File: config.mk
export PLATFORM = sky130hd
export DESIGN_NAME = prog_loader_flat
export DESIGN_NICKNAME = d
export VERILOG_FILES = /design/src/rtl/loader_pkg.sv /design/src/rtl/prog_loader_if.sv /design/src/rtl/loader_csum.sv /design/src/rtl/prog_loader.sv /design/src/flat_wrapper.sv
export SDC_FILE = /design/constraint.sdc
export NUM_CORES = 1
export LEC_CHECK = 0
export CAP_MARGIN = 20
export CORE_ASPECT_RATIO = 1.4
export CORE_UTILIZATION = 54
export DETAILED_ROUTE_END_ITERATION = 8
export HOLD_SLACK_MARGIN = 0.05
export PLACE_DENSITY = 0.87
export SLEW_MARGIN = 20
export SYNTH_ARGS = -nofsm -noshare
export SYNTH_HDL_FRONTEND = slang
export SYNTH_SLANG_ARGS = --single-unit
File: constraint.sdc
create_clock -name clk_op -period 2.2 [get_ports clk_op]
set_input_delay 0.44 -clock clk_op [delete_from_list [all_inputs] [get_ports clk_op]]
set_output_delay 0.44 -clock clk_op [all_outputs]
set_load 0.02 [all_outputs]
File: src/rtl/loader_pkg.sv
// Shared definitions for the boot loader: section type codes and FSM state encoding.
package loader_pkg;

    localparam logic [7:0] TYPE_I = 8'h49;
    localparam logic [7:0] TYPE_D = 8'h44;
    localparam logic [7:0] TYPE_E = 8'h45;

    typedef enum logic [3:0] {
        ST_IDLE     = 4'd0,
        ST_HDR_TYPE = 4'd1,
        ST_HDR_BASE = 4'd2,
        ST_HDR_CNT  = 4'd3,
        ST_WORD_HI  = 4'd4,
        ST_WORD_LO  = 4'd5,
        ST_CHK      = 4'd6,
        ST_DONE     = 4'd7,
        ST_ERR      = 4'd8
    } state_t;

    // States in which the loader consumes bytes from the stream.
    function automatic logic takes_bytes(state_t s);
        return s inside {ST_HDR_TYPE, ST_HDR_BASE, ST_HDR_CNT,
                         ST_WORD_HI, ST_WORD_LO, ST_CHK};
    endfunction

endpackage

File: src/rtl/prog_loader_if.sv
// Byte-stream input and external memory-load bus of the boot loader.
interface prog_loader_if;
    logic        rx_valid;
    logic [7:0]  rx_data;
    logic        rx_ready;
    logic        ext_inst_we;
    logic        ext_data_we;
    logic [15:0] ext_addr;
    logic [15:0] ext_data;

    modport master (
        output rx_valid, rx_data,
        input  rx_ready, ext_inst_we, ext_data_we, ext_addr, ext_data
    );

    modport slave (
        input  rx_valid, rx_data,
        output rx_ready, ext_inst_we, ext_data_we, ext_addr, ext_data
    );
endinterface

File: src/rtl/loader_csum.sv
// 8-bit running sum (mod 256) of the bytes of one load session.
module loader_csum (
    input  logic       clk_op,
    input  logic       rst_D4,
    input  logic       clr,
    input  logic       add,
    input  logic [7:0] din,
    output logic [7:0] value
);
    logic [7:0] sum_reg;

    always_ff @(posedge clk_op or negedge rst_D4) begin
        if (!rst_D4) begin
            sum_reg <= 8'd0;
        end else if (clr) begin
            sum_reg <= 8'd0;
        end else if (add) begin
            sum_reg <= sum_reg + din;
        end
    end

    assign value = sum_reg;
endmodule

File: src/rtl/prog_loader.sv
// Framed byte stream -> 16-bit word writes into the core's inst/data memories.
// Optional trailing checksum byte when LOADER_CHECKSUM_EN is defined.
module prog_loader #(
    parameter int         MEM_AW = 8,
    parameter logic [7:0] TYPE_I = loader_pkg::TYPE_I,
    parameter logic [7:0] TYPE_D = loader_pkg::TYPE_D,
    parameter logic [7:0] TYPE_E = loader_pkg::TYPE_E
) (
    input  logic         clk_op,
    input  logic         rst_D4,
    input  logic         start,
    prog_loader_if.slave bus,
    output logic         busy,
    output logic         load_done,
    output logic         err
);
    import loader_pkg::*;

    state_t              state_reg, state_next;
    logic [7:0]          base_reg;
    logic [7:0]          idx_reg;
    logic [7:0]          rem_reg;
    logic [7:0]          hi_reg;
    logic                sect_data_reg;
    logic [MEM_AW-1:0]   addr_reg;
    logic [15:0]         data_reg;
    logic                inst_we_reg;
    logic                data_we_reg;
    logic                err_reg;

    logic                rx_ready_int;
    logic                byte_accept;
    logic                take_start;
    logic                type_known;
    logic [MEM_AW-1:0]   wr_addr;

    assign rx_ready_int = takes_bytes(state_reg);
    assign byte_accept  = bus.rx_valid & rx_ready_int;
    assign take_start   = start & ((state_reg == ST_IDLE) | (state_reg == ST_ERR));
    assign type_known   = (bus.rx_data == TYPE_I) | (bus.rx_data == TYPE_D);
    assign wr_addr      = MEM_AW'(base_reg + idx_reg);

`ifdef LOADER_CHECKSUM_EN
    logic [7:0] csum_value;

    // Every byte from the first type byte through the end code is summed.
    loader_csum u_csum (
        .clk_op (clk_op),
        .rst_D4 (rst_D4),
        .clr    (take_start),
        .add    (byte_accept & (state_reg != ST_CHK)),
        .din    (bus.rx_data),
        .value  (csum_value)
    );
`endif

    always_ff @(posedge clk_op or negedge rst_D4) begin
        if (!rst_D4) begin
            state_reg <= ST_IDLE;
        end else begin
            state_reg <= state_next;
        end
    end

    always_comb begin
        state_next = state_reg;
        case (state_reg)
            ST_IDLE: begin
                if (start) state_next = ST_HDR_TYPE;
            end
            ST_HDR_TYPE: begin
                if (byte_accept) begin
                    if (type_known) begin
                        state_next = ST_HDR_BASE;
                    end else if (bus.rx_data == TYPE_E) begin
`ifdef LOADER_CHECKSUM_EN
                        state_next = ST_CHK;
`else
                        state_next = ST_DONE;
`endif
                    end else begin
                        state_next = ST_ERR;
                    end
                end
            end
            ST_HDR_BASE: begin
                if (byte_accept) state_next = ST_HDR_CNT;
            end
            ST_HDR_CNT: begin
                if (byte_accept) state_next = ST_WORD_HI;
            end
            ST_WORD_HI: begin
                if (byte_accept) state_next = ST_WORD_LO;
            end
            ST_WORD_LO: begin
                // rem counts down from count; count 0 wraps through 255 and gives 256 words
                if (byte_accept) state_next = (rem_reg == 8'd1) ? ST_HDR_TYPE : ST_WORD_HI;
            end
`ifdef LOADER_CHECKSUM_EN
            ST_CHK: begin
                if (byte_accept) state_next = ST_DONE;
            end
`endif
            ST_DONE: begin
                state_next = ST_IDLE;
            end
            ST_ERR: begin
                if (start) state_next = ST_HDR_TYPE;
            end
            default: begin
                state_next = ST_IDLE;
            end
        endcase
    end

    always_ff @(posedge clk_op or negedge rst_D4) begin
        if (!rst_D4) begin
            base_reg      <= 8'd0;
            idx_reg       <= 8'd0;
            rem_reg       <= 8'd0;
            hi_reg        <= 8'd0;
            sect_data_reg <= 1'b0;
            addr_reg      <= '0;
            data_reg      <= 16'd0;
            inst_we_reg   <= 1'b0;
            data_we_reg   <= 1'b0;
            err_reg       <= 1'b0;
        end else begin
            if (take_start) begin
                err_reg <= 1'b0;
            end
            if (byte_accept) begin
                case (state_reg)
                    ST_HDR_TYPE: sect_data_reg <= (bus.rx_data == TYPE_D);
                    ST_HDR_BASE: begin
                        base_reg <= bus.rx_data;
                        idx_reg  <= 8'd0;
                    end
                    ST_HDR_CNT:  rem_reg <= bus.rx_data;
                    ST_WORD_HI:  hi_reg  <= bus.rx_data;
                    ST_WORD_LO: begin
                        // Enables are levels: the new section's enable takes over
                        // from the old one in the same cycle, so their OR never dips.
                        data_reg    <= {hi_reg, bus.rx_data};
                        addr_reg    <= wr_addr;
                        inst_we_reg <= ~sect_data_reg;
                        data_we_reg <= sect_data_reg;
                        idx_reg     <= idx_reg + 8'd1;
                        rem_reg     <= rem_reg - 8'd1;
                    end
`ifdef LOADER_CHECKSUM_EN
                    ST_CHK: begin
                        if (bus.rx_data != csum_value) err_reg <= 1'b1;
                    end
`endif
                    default: ;
                endcase
            end
            if (state_next == ST_ERR && state_reg != ST_ERR) begin
                err_reg <= 1'b1;
            end
            // The single falling edge of the enables, which starts the core.
            if (state_next == ST_DONE && state_reg != ST_DONE) begin
                inst_we_reg <= 1'b0;
                data_we_reg <= 1'b0;
            end
        end
    end

    genvar gi;
    generate
        for (gi = 0; gi < 16; gi++) begin : g_addr
            if (gi < MEM_AW) begin : g_bit
                assign bus.ext_addr[gi] = addr_reg[gi];
            end else begin : g_zero
                assign bus.ext_addr[gi] = 1'b0;
            end
        end
    endgenerate

    assign bus.rx_ready    = rx_ready_int;
    assign bus.ext_inst_we = inst_we_reg;
    assign bus.ext_data_we = data_we_reg;
    assign bus.ext_data    = data_reg;
    assign busy            = (state_reg != ST_IDLE);
    assign load_done       = (state_reg == ST_DONE);
    assign err             = err_reg;
endmodule

File: src/flat_wrapper.sv
// flat-port wrapper written by rule: the top's interface ports become plain ports
module prog_loader_flat import loader_pkg::*;
#(
    parameter int         MEM_AW = 8,
    parameter logic [7:0] TYPE_I = loader_pkg::TYPE_I,
    parameter logic [7:0] TYPE_D = loader_pkg::TYPE_D,
    parameter logic [7:0] TYPE_E = loader_pkg::TYPE_E
)
  (clk_op, rst_D4, start, busy, load_done, err, bus_rx_valid, bus_rx_data, bus_rx_ready, bus_ext_inst_we, bus_ext_data_we, bus_ext_addr, bus_ext_data);
  prog_loader_if bus_i ();
  input  logic clk_op;
  input  logic rst_D4;
  input  logic start;
  output logic busy;
  output logic load_done;
  output logic err;
  input wire logic [$bits(bus_i.rx_valid)-1:0] bus_rx_valid;
  input wire logic [$bits(bus_i.rx_data)-1:0] bus_rx_data;
  output wire logic [$bits(bus_i.rx_ready)-1:0] bus_rx_ready;
  output wire logic [$bits(bus_i.ext_inst_we)-1:0] bus_ext_inst_we;
  output wire logic [$bits(bus_i.ext_data_we)-1:0] bus_ext_data_we;
  output wire logic [$bits(bus_i.ext_addr)-1:0] bus_ext_addr;
  output wire logic [$bits(bus_i.ext_data)-1:0] bus_ext_data;
  assign bus_i.rx_valid = bus_rx_valid;
  assign bus_i.rx_data = bus_rx_data;
  assign bus_rx_ready = bus_i.rx_ready;
  assign bus_ext_inst_we = bus_i.ext_inst_we;
  assign bus_ext_data_we = bus_i.ext_data_we;
  assign bus_ext_addr = bus_i.ext_addr;
  assign bus_ext_data = bus_i.ext_data;
  prog_loader #(.MEM_AW(MEM_AW), .TYPE_I(TYPE_I), .TYPE_D(TYPE_D), .TYPE_E(TYPE_E)) u_core (.clk_op(clk_op), .rst_D4(rst_D4), .start(start), .bus(bus_i), .busy(busy), .load_done(load_done), .err(err));
endmodule
==> impl_summary.log, run 1 <==
INFO  metric dr_wl_cell = 16.2 µm
INFO  metric drt_pass1_iterations = 4
INFO  metric multiInputGateArea = 1590 µm²
INFO  metric timing.critical_path.arrival = 1700 ps
INFO  metric synth.ff_latch_count = 64
INFO  metric layout.filler_cells = 450
INFO  metric postRouteWirelength = 8020 µm
INFO  metric floorplan.die_area = 6560 µm²
INFO  metric worstSetupStartpointType = register
INFO  metric async_reset_ff_frac = 1.00
INFO  metric yosys.cell_types.count = 59
INFO  metric gr_ovfl_total = 0
INFO  metric tritoncts = yes
INFO  metric max_ffs_per_register = 16
INFO  metric setup_tns = 0 ps
INFO  metric grt_pass1_wl = 13000 µm
INFO  metric cts-buffers-inserted = 9
INFO  metric max_freq = 468 MHz
INFO  metric worstSetupEndpointType = primary output
INFO  metric numClockSinks = 64
INFO  metric worstRegToRegCells = 6
INFO  metric clockRootBuffer = sky130_fd_sc_hd__clkbuf_8
INFO  metric die-width = 68.8 µm
INFO  metric cellLeakagePower = 1.97 nW
INFO  metric worstPathRequired = 1760 ps
INFO  metric report.power.total = 0.00545 W
INFO  metric clock_latency = 340 ps
INFO  metric i_o_pins = 50
INFO  metric run_status = complete, no violations
INFO  metric timing_max_transition_violations_final = 0
INFO  metric die_h = 95.5 µm
INFO  metric power_per_cell_area = 1300 nW/µm²
INFO  metric clk_transition_reported_paths = 70 ps
INFO  metric antennaDiodeCount = 0
INFO  metric place_congestion = 0.935
INFO  metric worst-path-max-fanout = 9
INFO  metric finalSetupViolations = 0
INFO  metric final_cell_area = 4190 µm²
INFO  metric synthesis.instances = 361
INFO  metric most-common-layout-cells = sky130_fd_sc_hd__nand2_1, sky130_fd_sc_hd__dfrtp_1, sky130_fd_sc_hd__clkdlybuf4s50_1
INFO  metric design.final.nets = 444
INFO  metric postSynth.topFlopCell = sky130_fd_sc_hd__dfrtp_1
INFO  metric remaining_drc_errors = 0
INFO  metric ant_nets = 0
INFO  metric grt_max_degree = 65
INFO  metric number_of_buffers_between_clock_root_and_the_deepest_sink = 2
INFO  metric cp-endpoint = load_done
INFO  metric ys_warn_count = 0
INFO  metric grt_use_total = 0.276
INFO  metric final_core_utilization = 0.705
INFO  metric area_growth_from_synthesis_to_layout = 24.5%
INFO  metric ys_seq_area_frac = 0.475
INFO  metric crit-reg2reg-capture = u_core.idx_reg[6]
INFO  metric finalCritPeriodShare = 0.971
INFO  metric reg2reg_slack = 130 ps
INFO  metric synth_area_per_cell = 9.33 µm²
INFO  metric register_area = 1610 µm²
INFO  metric finalClockSkew = 6.40 ps
INFO  metric minimum_clock_period = 2140 ps
INFO  metric worstSetupStartpoint = u_core.state_reg[2]
INFO  metric placeableCoreArea = 5950 µm²
INFO  metric io_buf_count = 41
INFO  metric min-delay-path-class = input port to asynchronous set/reset pin
INFO  metric launching_point_of_the_worst_reg2reg_path = u_core.state_reg[3]
INFO  metric place_hpwl = 5680 µm
INFO  metric grt_antenna_before_repair = 0
INFO  metric vdd_ir_drop_max = 0.836 mV
INFO  metric rsz0062_at_grt = no
INFO  metric vias_after_detailed_routing = 2876
INFO  metric final_hold_fails = 0
INFO  metric layout.cells.most_common = sky130_fd_sc_hd__nand2_1
INFO  metric number_of_enable_type_register_cells_in_the_synthesized_netlist = 0
INFO  metric grt_pass1_vias = 2813
INFO  metric detail_route.iter0.violations = 251
INFO  metric syn_area = 3370 µm²
INFO  metric crit_type = register to primary output
INFO  metric fin_worst_hold_slack = 95.6 ps
INFO  metric routed_via_density = 5.80
INFO  metric effective_utilization_at_floorplan = 0.567
INFO  metric cts.htree.levels = 3
INFO  metric maxCapViolations = 0
INFO  metric rows = 33
INFO  metric final_layout_size_suffix_gt1_frac = 0.143
INFO  metric placement.cell_area = 3910 µm²
worst max-delay path: stages, from the launching register on:
cell                              delay, ps
sky130_fd_sc_hd__dfrtp_2                460
sky130_fd_sc_hd__inv_1                   90
sky130_fd_sc_hd__nor3_1                 180
sky130_fd_sc_hd__clkdlybuf4s50_1        630
final cells by class:
class | count | share of cell area
clock inverter | 5 | 0.0245
inverter | 9 | 0.00805
clock buffer | 11 | 0.0361
sequential | 64 | 0.383
multi-input combinational | 269 | 0.380
tap | 70 | 0.0209
timing repair buffer | 68 | 0.148
layer usage:
metal / routed length, µm / vias up / track usage
li1: - / 1336 / -
met1: 3010 / 1395 / 0.294
met2: 4210 / 112 / 0.478
met3: 430 / 33 / 0.0706
met4: 366 / 0 / 0.156
met5: 0 / - / 0
through the flow:
step	setup WS [ps]	cells
6_report	64.3	496
5_1_grt	7.08	496
4_1_cts	10.7	493
3_5_place_dp	-1.08	477
3_3_place_gp	74.5	477
2_1_floorplan	413	368
cells by family (layout without fill, tap and decap cells):
family,count (synthesis),in the layout,share of synthesized area
other,1,8,0.00111
and+or+nand+nor,158,158,0.218
xor gates and xnor gates,14,14,0.0364
AOI/OAI and AO/OA,69,69,0.136
muxes,9,9,0.0297
adders and majority gates,11,11,0.0431
buffers and inverters,35,93,0.0605
DFF,64,64,0.475
synth_stat cells (6+ instances only):
library cell,n,area share
sky130_fd_sc_hd__buf_4,8,0.018
sky130_fd_sc_hd__dfrtp_1,64,0.48
sky130_fd_sc_hd__xor2_1,6,0.016
sky130_fd_sc_hd__nor2_1,19,0.021
sky130_fd_sc_hd__ha_1,10,0.037
sky130_fd_sc_hd__o21ai_1,13,0.019
sky130_fd_sc_hd__buf_2,10,0.015
sky130_fd_sc_hd__mux2_1,8,0.027
sky130_fd_sc_hd__nor3_1,6,0.0089
sky130_fd_sc_hd__a21oi_1,17,0.025
sky130_fd_sc_hd__inv_1,9,0.010
sky130_fd_sc_hd__nand3_1,9,0.013
sky130_fd_sc_hd__nand2_1,93,0.10
sky130_fd_sc_hd__xnor2_1,8,0.021
how the worst min path moves through the flow:
| stage | from | end | slack (ps) | cells after the start |
|---|---|---|---|---|
| after floorplan | rst_D4 | u_core.addr_reg[0] | 140 | 0 |
| after global placement | u_core.hi_reg[2] | u_core.bus.ext_data[10] | 450 | 2 |
| after detailed placement | u_core.hi_reg[0] | u_core.bus.ext_data[8] | 450 | 2 |
| after CTS | rst_D4 | u_core.hi_reg[1] | 110 | 2 |
| after global routing | rst_D4 | u_core.hi_reg[1] | 120 | 2 |
| final | rst_D4 | u_core.bus.ext_data[13] | 100 | 2 |
report_power, final:
group / total, W / internal [W] / switching (W) / leakage (nW)
clock network: 0.00128 / 0.000813 / 0.000467 / 0.126
logic: 0.00217 / 0.00101 / 0.00117 / 1.02
registers: 0.00200 / 0.00162 / 0.000371 / 0.825
what timing repair did:
| item | CTS | global route |
|---|---|---|
| hold buffers | 0 | 0 |
| setup buffers | 0 | 3 |
| setup endpoints to repair | 3 | 2 |
| gates resized for setup | 6 | 1 |
Power figures use the tool's default switching activity.
==> run 2, diff against run 1 <==
--- a/config.mk
+++ b/config.mk
@@ -11,6 +11,7 @@
 export DETAILED_ROUTE_END_ITERATION = 8
 export HOLD_SLACK_MARGIN = 0.05
 export PLACE_DENSITY = 0.87
+export REMOVE_ABC_BUFFERS = 1
 export SLEW_MARGIN = 20
 export SYNTH_ARGS = -nofsm -noshare
 export SYNTH_HDL_FRONTEND = slang
==> constraint.sdc (replaced) <==
create_clock -name clk_op -period 2.4 [get_ports clk_op]
set_input_delay 0.48 -clock clk_op [delete_from_list [all_inputs] [get_ports clk_op]]
set_output_delay 0.48 -clock clk_op [all_outputs]
set_load 0.02 [all_outputs]
==> run 2 against run 1 <==
  * Clock power down 10%
  * Sequential share of layout area up 0.48 points
  * Combinational power down 12%
  * Power down 10%
  * Clock skew down 1.5 ps
  * Utilization down 0.99 points
  * First-iteration DRC count down 40%
  * Final area down 1.4%
  * Die area unchanged
  * Cell count down 1.2%
  * Critical endpoint is now busy
  * Largest power group unchanged
  * Highest routed layer unchanged
==> impl_summary.log, run 2 (same netlist as run 1, synthesis figures left out) <==
INFO  metric fraction_of_power_spent_switching_nets = 0.377 (+0.00898)
INFO  metric layout.cells.most_common = sky130_fd_sc_hd__nand2_1
INFO  metric worst-path-max-fanout = 12 (+3)
INFO  metric most-common-layout-cells = sky130_fd_sc_hd__nand2_1, sky130_fd_sc_hd__dfrtp_1, sky130_fd_sc_hd__clkdlybuf4s50_1
INFO  metric worstSetupStartpoint = u_core.state_reg[3]
INFO  metric dr_wl_cell = 15.9 µm (-1.7%)
INFO  metric grt_use_total = 0.267 (-0.00868)
INFO  metric final_cells = 490 (-1.2%)
INFO  metric final_hold_fails = 0 (unchanged)
INFO  metric slew_headroom = 0.577
INFO  metric routed_via_density = 5.75 (-0.85%)
INFO  metric grt_antenna_before_repair = 0 (unchanged)
INFO  metric crit-reg2reg-capture = u_core.addr_reg[6]
INFO  metric cts.htree.levels = 3 (unchanged)
INFO  metric place_congestion = 0.854 (-8.7%)
INFO  metric place_hpwl = 5560 µm (-2.2%)
INFO  metric number_of_buffers_between_clock_root_and_the_deepest_sink = 2 (unchanged)
INFO  metric p_comb_frac = 0.391 (-0.008)
INFO  metric die_h = 95.5 µm (unchanged)
INFO  metric worstSetupEndpointType = primary output
INFO  metric maxCapViolations = 0 (unchanged)
INFO  metric rows = 33 (unchanged)
INFO  metric finalCritPeriodShare = 0.941
INFO  metric design.final.nets = 438 (-1.4%)
INFO  metric cell_internal_pwr = 0.00305 W (-11%)
INFO  metric total_switching_power = 0.00185 W (-7.8%)
INFO  metric setup_tns = 0 ps (unchanged)
INFO  metric cp-endpoint = busy
INFO  metric clockPowerShare = 0.234 (about the same)
INFO  metric effective_utilization_at_floorplan = 0.567 (unchanged)
INFO  metric dp.cells = 474 (-0.63%)
INFO  metric io_buf_count = 41 (unchanged)
INFO  metric postLayoutSetupSlackWorst = 142 ps (+77.3 ps)
INFO  metric postRouteWirelength = 7790 µm (-2.9%)
INFO  metric launching_point_of_the_worst_reg2reg_path = u_core.idx_reg[0]
INFO  metric max_freq = 443 MHz
INFO  metric grt_pass1_wl = 12500 µm (-3.3%)
INFO  metric worstPathRequired = 1920 ps (+160 ps)
INFO  metric placeableCoreArea = 5950 µm² (unchanged)
INFO  metric remaining_drc_errors = 0 (unchanged)
INFO  metric die-width = 68.8 µm (unchanged)
INFO  metric clk_transition_reported_paths = 70 ps (about the same)
INFO  metric finalClockSkew = 4.89 ps (-1.51 ps)
INFO  metric reg2reg_slack = 430 ps (+300 ps)
INFO  metric ant_nets = 0 (unchanged)
INFO  metric crit_type = register to primary output
INFO  metric clockRootBuffer = sky130_fd_sc_hd__clkbuf_8
INFO  metric worstRegToRegCells = 8 (+2)
INFO  metric drt_pass1_iterations = 4 (unchanged)
INFO  metric minimum_clock_period = 2260 ps
INFO  metric timing_max_transition_violations_final = 0 (unchanged)
INFO  metric p_seq_frac = 0.375 (+0.009)
INFO  metric run_status = complete, no violations
INFO  metric detail_route.iter0.violations = 151 (-40%)
INFO  metric gr_ovfl_total = 0 (unchanged)
INFO  metric timing.critical_path.arrival = 1780 ps (+80 ps)
INFO  metric cts-buffers-inserted = 9 (unchanged)
INFO  metric final_core_utilization = 0.695 (-0.00989)
INFO  metric max_slew.worst_pin.slew = 635 ps
INFO  metric floorplan.die_area = 6560 µm² (unchanged)
INFO  metric finalSetupViolations = 0 (unchanged)
INFO  metric max_ffs_per_register = 16 (unchanged)
INFO  metric antennaDiodeCount = 0 (unchanged)
INFO  metric final_layout_size_suffix_gt1_frac = 0.124 (-0.0194)
INFO  metric grt_pass1_vias = 2698 (-4.1%)
INFO  metric vias_after_detailed_routing = 2817 (-2.1%)
INFO  metric grt_max_degree = 39 (-40%)
INFO  metric tritoncts = yes
INFO  metric clock_latency = 360 ps (+20 ps)
INFO  metric vdd_ir_drop_max = 0.619 mV (-26%)
INFO  metric min-delay-path-class = input port to asynchronous set/reset pin
INFO  metric numClockSinks = 64 (unchanged)
INFO  metric i_o_pins = 50 (unchanged)
INFO  metric dpl_worst_slack = 123 ps (+124 ps)
INFO  metric cellLeakagePower = 1.95 nW (-0.76%)
INFO  metric rsz0062_at_grt = no
INFO  metric cts_hold_buf = 0 (unchanged)
INFO  metric area_growth_from_synthesis_to_layout = 22.7%
INFO  metric power_per_cell_area = 1190 nW/µm² (-8.7%)
INFO  metric worstSetupStartpointType = register
## run 2: final cells by class
| cell class | count | area (µm²) |
|---|---|---|
| sequential | 64 | 1600 |
| clock inverter | 7 | 119 |
| tap | 70 | 87.6 |
| inverter | 9 | 33.8 |
| multi-input combinational | 269 | 1590 |
| timing repair buffer | 62 | 577 |
| fill | 449 | 1810 |
| clock buffer | 9 | 124 |
## run 2: per-stage QoR
stage	total power (W)	hold slack, ps	cell area (µm²)
floorplan	0.00294	184	3230
global placement	0.00366	443	3890
detailed placement	0.00377	456	3890
CTS	0.00491	139	4130
global route	0.00521	150	4140
finish	0.00490	134	4140
## run 2: worst max-delay path: stages, from the launching register on
cell and delay [ps]:
sky130_fd_sc_hd__dfrtp_1 630, sky130_fd_sc_hd__nor2_1 120, sky130_fd_sc_hd__nand2_1 90, sky130_fd_sc_hd__clkdlybuf4s50_1 590
## run 2: power groups by stage
stage | logic [W] | registers [W] | clock network, W
final | 0.00192 | 0.00184 | 0.00115
after CTS | 0.00192 | 0.00183 | 0.00116
after global placement | 0.00184 | 0.00182 | 0
after detailed placement | 0.00192 | 0.00184 | 0
after floorplan | 0.000947 | 0.00199 | 0
after global routing | 0.00211 | 0.00189 | 0.00121
## run 2: repair_timing
item / CTS / global route
gates resized for setup: 2 / 2
setup endpoints to repair: 1 / 1
setup buffers: 0 / 0
## run 2: layer usage
layer  part of all wire  GRT usage  wire (µm)
met4              0.039      0.151        306
met5                  0          0          0
met3              0.036     0.0670        281
met1               0.39      0.287       3020
met2               0.54      0.462       4180
## run 2: worst min path at each step
stage                     start                      end  slack (ps)  cells after the start
4_1_cts                  rst_D4  u_core.bus.ext_data[15]         140                      1
6_report                 rst_D4       u_core.addr_reg[1]         130                      1
5_1_grt                  rst_D4       u_core.addr_reg[1]         150                      1
3_5_place_dp   u_core.hi_reg[0]   u_core.bus.ext_data[8]         460                      2
2_1_floorplan            rst_D4       u_core.addr_reg[0]         180                      0
3_3_place_gp   u_core.hi_reg[3]  u_core.bus.ext_data[11]         440                      2
